## src/rtl/perceptron_trainer_fixed.sv

```systemverilog
// perceptron_trainer_fixed
// Sequential trainer for one fixed-point perceptron neuron over a 4-pattern
// truth table. It runs perceptron learning epochs until one epoch has no
// errors or the epoch limit is reached, then holds the learned weights.
//
// Ports:
//   clk, rst            clock (rising edge), synchronous active-high reset
//   start               begin training (only honoured in IDLE/DONE)
//   in1, in2            packed pattern inputs x1[p]/x2[p], word p at [p*tam +: tam]
//   d                   desired output per pattern
//   w0_init..w2_init    initial weights (bias, x1, x2)
//   w0, w1, w2          current / learned weights
//   busy, done          training in progress / finished (held)
//   converged           last epoch had zero errors (valid with done)
//   epochs              number of epochs executed
module perceptron_trainer_fixed #(
    parameter int unsigned tam        = 16,
    parameter int unsigned FRAC       = 8,
    parameter int unsigned ETA_SHIFT  = 2,
    parameter int unsigned MAX_EPOCHS = 64
) (
    input  logic                                  clk,
    input  logic                                  rst,
    input  logic                                  start,
    input  logic [4*tam-1:0]                      in1,
    input  logic [4*tam-1:0]                      in2,
    input  logic [3:0]                            d,
    input  logic [tam-1:0]                        w0_init,
    input  logic [tam-1:0]                        w1_init,
    input  logic [tam-1:0]                        w2_init,
    output logic [tam-1:0]                        w0,
    output logic [tam-1:0]                        w1,
    output logic [tam-1:0]                        w2,
    output logic                                  busy,
    output logic                                  done,
    output logic                                  converged,
    output logic [$clog2(MAX_EPOCHS+1)-1:0]       epochs
);

    localparam int unsigned EW  = $clog2(MAX_EPOCHS + 1);
    localparam int unsigned PW  = 2 * tam;

    localparam logic signed [tam-1:0] MAXV = {1'b0, {(tam-1){1'b1}}};
    localparam logic signed [tam-1:0] MINV = {1'b1, {(tam-1){1'b0}}};
    localparam logic signed [PW-1:0]  MAXE = {{tam{1'b0}}, MAXV};
    localparam logic signed [PW-1:0]  MINE = {{tam{1'b1}}, MINV};
    localparam logic signed [tam-1:0] ONE  = tam'(1) << FRAC;
    localparam logic signed [tam-1:0] ETA  = ONE >>> ETA_SHIFT;
    localparam logic signed [tam-1:0] NETA = -ETA;
    localparam logic [EW-1:0]         LAST_EPOCH = EW'(MAX_EPOCHS - 1);

    typedef enum logic [2:0] {
        S_IDLE,
        S_LOAD,
        S_EVAL,
        S_UPDATE,
        S_CHECK,
        S_DONE
    } state_t;

    // Saturating tam-bit signed add.
    function automatic logic signed [tam-1:0] sat_add(
        input logic signed [tam-1:0] a,
        input logic signed [tam-1:0] b
    );
        logic [tam:0] s;
        s = {a[tam-1], a} + {b[tam-1], b};
        if (s[tam] != s[tam-1]) begin
            return s[tam] ? MINV : MAXV;
        end
        return s[tam-1:0];
    endfunction

    // Full-width signed product, arithmetic shift by FRAC, clamp to tam bits.
    function automatic logic signed [tam-1:0] sat_scale(
        input logic signed [tam-1:0] w,
        input logic signed [tam-1:0] x
    );
        logic signed [PW-1:0] we;
        logic signed [PW-1:0] xe;
        logic signed [PW-1:0] prod;
        logic signed [PW-1:0] sh;
        we   = {{tam{w[tam-1]}}, w};
        xe   = {{tam{x[tam-1]}}, x};
        prod = we * xe;
        sh   = prod >>> FRAC;
        if (sh > MAXE) begin
            return MAXV;
        end
        if (sh < MINE) begin
            return MINV;
        end
        return sh[tam-1:0];
    endfunction

    state_t                 state_q;
    logic signed [tam-1:0]  x1_q [4];
    logic signed [tam-1:0]  x2_q [4];
    logic [3:0]             d_q;
    logic signed [tam-1:0]  w0_q, w1_q, w2_q;
    logic                   err_pos_q, err_neg_q;
    logic [2:0]             errcnt_q;
    logic [1:0]             p_q;
    logic [EW-1:0]          epochs_q;
    logic                   busy_q, done_q, conv_q;

    // Datapath for the current pattern.
    logic signed [tam-1:0]  x1_cur, x2_cur;
    logic signed [tam-1:0]  t1_d, t2_d, sum_d;
    logic                   y_d;
    logic                   err_pos_d, err_neg_d;
    logic signed [tam-1:0]  delta_d;
    logic signed [tam-1:0]  w0_d, w1_d, w2_d;

    always_comb begin
        x1_cur    = x1_q[p_q];
        x2_cur    = x2_q[p_q];
        t1_d      = sat_scale(w1_q, x1_cur);
        t2_d      = sat_scale(w2_q, x2_cur);
        sum_d     = sat_add(sat_add(w0_q, t1_d), t2_d);
        // strictly positive activation: sum == 0 gives y = 0
        y_d       = !sum_d[tam-1] && (sum_d != '0);
        err_pos_d = d_q[p_q] && !y_d;
        err_neg_d = !d_q[p_q] && y_d;
        delta_d   = err_pos_q ? ETA : NETA;
        w0_d      = w0_q;
        w1_d      = w1_q;
        w2_d      = w2_q;
        if (err_pos_q || err_neg_q) begin
            w0_d = sat_add(w0_q, delta_d);
            if (x1_cur != '0) begin
                w1_d = sat_add(w1_q, delta_d);
            end
            if (x2_cur != '0) begin
                w2_d = sat_add(w2_q, delta_d);
            end
        end
    end

    // Training FSM with registered outputs.
    always_ff @(posedge clk) begin
        if (rst) begin
            state_q   <= S_IDLE;
            for (int i = 0; i < 4; i++) begin
                x1_q[i] <= '0;
                x2_q[i] <= '0;
            end
            d_q       <= '0;
            w0_q      <= '0;
            w1_q      <= '0;
            w2_q      <= '0;
            err_pos_q <= 1'b0;
            err_neg_q <= 1'b0;
            errcnt_q  <= '0;
            p_q       <= '0;
            epochs_q  <= '0;
            busy_q    <= 1'b0;
            done_q    <= 1'b0;
            conv_q    <= 1'b0;
        end else begin
            case (state_q)
                S_IDLE, S_DONE: begin
                    if (start) begin
                        state_q <= S_LOAD;
                        busy_q  <= 1'b1;
                        done_q  <= 1'b0;
                        conv_q  <= 1'b0;
                    end
                end
                S_LOAD: begin
                    // snapshot the pattern table; inputs are ignored afterwards
                    for (int i = 0; i < 4; i++) begin
                        x1_q[i] <= in1[i*tam +: tam];
                        x2_q[i] <= in2[i*tam +: tam];
                    end
                    d_q      <= d;
                    w0_q     <= w0_init;
                    w1_q     <= w1_init;
                    w2_q     <= w2_init;
                    epochs_q <= '0;
                    p_q      <= '0;
                    errcnt_q <= '0;
                    state_q  <= S_EVAL;
                end
                S_EVAL: begin
                    err_pos_q <= err_pos_d;
                    err_neg_q <= err_neg_d;
                    state_q   <= S_UPDATE;
                end
                S_UPDATE: begin
                    if (err_pos_q || err_neg_q) begin
                        errcnt_q <= errcnt_q + 3'd1;
                    end
                    w0_q <= w0_d;
                    w1_q <= w1_d;
                    w2_q <= w2_d;
                    if (p_q != 2'd3) begin
                        p_q     <= p_q + 2'd1;
                        state_q <= S_EVAL;
                    end else begin
                        state_q <= S_CHECK;
                    end
                end
                S_CHECK: begin
                    epochs_q <= epochs_q + EW'(1);
                    if (errcnt_q == '0) begin
                        conv_q  <= 1'b1;
                        busy_q  <= 1'b0;
                        done_q  <= 1'b1;
                        state_q <= S_DONE;
                    end else if (epochs_q == LAST_EPOCH) begin
                        conv_q  <= 1'b0;
                        busy_q  <= 1'b0;
                        done_q  <= 1'b1;
                        state_q <= S_DONE;
                    end else begin
                        errcnt_q <= '0;
                        p_q      <= '0;
                        state_q  <= S_EVAL;
                    end
                end
                default: begin
                    state_q <= S_IDLE;
                    busy_q  <= 1'b0;
                    done_q  <= 1'b0;
                end
            endcase
        end
    end

    assign w0        = w0_q;
    assign w1        = w1_q;
    assign w2        = w2_q;
    assign busy      = busy_q;
    assign done      = done_q;
    assign converged = conv_q;
    assign epochs    = epochs_q;

endmodule

```

## config.mk

```make
export PLATFORM = sky130hd
export DESIGN_NAME = perceptron_trainer_fixed
export DESIGN_NICKNAME = d
export VERILOG_FILES = /design/src/rtl/perceptron_trainer_fixed.sv
export SDC_FILE = /design/constraint.sdc
export NUM_CORES = 2
export LEC_CHECK = 0
export ABC_AREA = 1
export BUFFER_PORTS_ARGS = -buffer_cell sky130_fd_sc_hd__buf_4
export CAP_MARGIN = 20
export CORE_MARGIN = 5
export CORE_UTILIZATION = 29
export CTS_BUF_LIST = sky130_fd_sc_hd__clkbuf_8 sky130_fd_sc_hd__clkbuf_16
export DETAILED_ROUTE_END_ITERATION = 16
export SYNTH_ARGS = -nofsm -noshare
export SYNTH_HDL_FRONTEND = slang
export SYNTH_SLANG_ARGS = --single-unit
```

## constraint.sdc

```tcl
create_clock -name clk -period 16.07 [get_ports clk]
set_input_delay 2.4105 -clock clk [delete_from_list [all_inputs] [get_ports clk]]
set_output_delay 2.4105 -clock clk [all_outputs]
set_load 0.03 [all_outputs]
```

==> run_results.csv <==
group,metric,value,unit
sta,final_hold_viol_count,0,
floorplan,start_util,29.17,%
clock_network,clock_sinks,202,
critical_path,cp-start-kind,"register",
clock_network,numCtsBuffers,27,
clock_network,cts_tree,"yes",
floorplan,io_pins,241,
place,port_buffers,240,
routing,drt-vias-per-instance,4.641,
sta,fin_ws,2.517,ns
critical_path,crit_path_top_delay_cell,"dfxtp_2",
sta,fmax,73.78,MHz
synthesis,synth_largest_area_cell,"fa_1",
routing,num_vias,27410,
critical_path,crit_path_frequent_cell,"nand2_1",
synthesis,synth_top_area_share,32.15,%
critical_path,timing.critical_path.required,16.60,ns
worst_hold_path,min_path_type,"register to register",
grt,antenna_found_initial,1,
routing,drc,0,
synthesis,synth_seq_cells,202,
synthesis,ys_types,50,
synthesis,synthCells,4222,
critical_path,endpoint_kind,"register",
sta,drv_slew,0,
synthesis,synth_warnings,0,
critical_path,path_class,"register to register",
cells_and_area,layout-drive-gt1-share,8.577,%
floorplan,coreArea,112500,sq um
clock_network,cts_buffer_depth,3,
clock_network,clk_latency,0.61,ns
critical_path,worst-path-max-fanout,33,
grt,grt_pass1_wl,163300,microns
clock_network,post_cts_resized,0,
cells_and_area,antenna-diode-count,0,
synthesis,synth_edf_count,128,
routing,drt-total-wl,104000,microns
routing,drt_iter0_drc,1775,
synthesis,ys_top_cells_by_area,"fa_1 (32%), edfxtp_1 (12%), inv_1 (11%)",
sta,hold_ws,0.4635,ns
synthesis,async_flop_share,0,%
synthesis,syn-num-nets,5159,
place,place_congestion,0.9065,
critical_path,arrival,14.09,ns
grt,overflow,0,
synthesis,avgSynthCellArea,7.772,sq um
synthesis,synthTopCellsByCount,"inv_1 (946), nand2_1 (925), fa_1 (527)",
cells_and_area,synthToLayoutAreaGrowth,12.70,%
sta,fin_setup_tns,0,ns
place,preCtsSetupSlack,2.515,ns
sta,min_period_over_period,84.34,%
grt,grt_usage,17.09,%
routing,ant_nets,0,
sta,clock_skew,0.03444,ns
cells_and_area,final_util,32.87,%
cells_and_area,multi_input_area,23260,sq um
sta,slew_headroom,33.60,%
synthesis,synth_most_common_cell,"inv_1",
cells_and_area,fillCellCount,12030,
synthesis,synthFlopType,"edfxtp_1",
critical_path,max_stage_delay,0.88,ns
floorplan,die_x,346.4,microns
clock_network,cts_max_level,1,
cells_and_area,ff_latch_area,5328,sq um
run_status,status,"complete, no violations",
clock_network,clock-root-buffer,"clkbuf_16",
clock_network,clk_pin_slew,0.05,ns
routing,drtPass1Iterations,6,
grt,grt_pass1_vias,28460,
floorplan,die_h,346.4,microns
flow_run,maxCapViolations,0,
cells_and_area,final_net_count,5323,
sta,fin_crit,13.55,ns
routing,post_drt_wl_per_cell,17.60,microns
grt,grt_max_degree,92,
floorplan,fp.dieArea,120000,sq um
clock_network,hold_buffers,0,
sta,grt_setup_unrepaired,"false",
sta,setup_viol,0,
place,dpl.hpwl,86360,microns
sta,worst_pin_slew,0.9923,ns
synthesis,syn_area,32810,sq um
synthesis,yosysSeqAreaShare,16.23,%
clock_network,post_cts_buffers,0,
floorplan,num_rows,123,
[sequential cells by signal, summed over array words and instances (netlist names), named ones only]
name       cells
x1_q          64
x2_q          64
w0            16
w1            16
w2            16
epochs         7
d_q            4
errcnt_q       3
state_q        3
p_q            2
busy           1
converged      1
done           1
err_neg_q      1
err_pos_q      1
[cells by family after synthesis]
family | synth area share (%)
adder cells (fa/ha/maj) | 40.81
flip-flops | 16.23
XOR/XNOR | 2.029
AO/OA/AOI/OAI | 6.597
AND/OR/NAND/NOR | 21.38
buffers and inverters | 12.95
[layout by cell type (no fill, tap or decap), drive strengths merged, types with 37 or more instances in the layout]
cell type and instances:
inv 965, nand2 960, fa 527, nor2 494
buf 260, ha 227, nand3 176, a21oi 172
edfxtp 128, o21ai 108, dfxtp 74, xor2 47
nor3 37
[stage by stage]
stage	std cells	instance area, sq um
after detailed placement	5857	36030
after CTS	5907	36980
after global placement	5857	36030
final	5907	36980
after global routing	5907	36980
after floorplan	4222	32810
[worst paths after layout]
path                        from                      to  slack, ns  depth (start not counted)
max                     register  err_pos_q$_SDFFE_PP0P_       2.52                         63
min          d_q[1]$_SDFFE_PP0N_     d_q[1]$_SDFFE_PP0N_       0.46                          2
max reg2reg             register  err_pos_q$_SDFFE_PP0P_       2.52                         63
min reg2reg  d_q[1]$_SDFFE_PP0N_     d_q[1]$_SDFFE_PP0N_       0.46                          2
[worst max-delay path: cells and delay by family (launching register included)]
kind                     cells  cell delay, ns
adder cells (fa/ha/maj)     12            5.30
AND/OR/NAND/NOR             34            4.61
buffers and inverters       10            1.61
flip-flops                   1            0.88
AO/OA/AOI/OAI                6            0.79
XOR/XNOR                     1            0.18
[cell type report]
| type | instances | area share [%] |
|---|---|---|
| Multi-Input combinational cell | 2932 | 62.89 |
| Sequential cell | 202 | 14.41 |
| Inverter | 963 | 9.775 |
| Timing Repair Buffer | 260 | 5.278 |
| Tap cell | 1500 | 5.075 |
| Clock buffer | 29 | 1.902 |
| Clock inverter | 21 | 0.6733 |
[per-layer routing]
metal  part of all wire, %  vias up  track usage, %
met1                    46    13240           24.15
met4                   1.9        0           2.715
li1                      -    13100               -
met3                   7.5      122           3.412
met2                    45      947           27.71
met5                     0        -               0
Power is left out: the tool's default activity adds up to more than one toggle a clock period on the data nets, which glitch-free logic cannot reach.
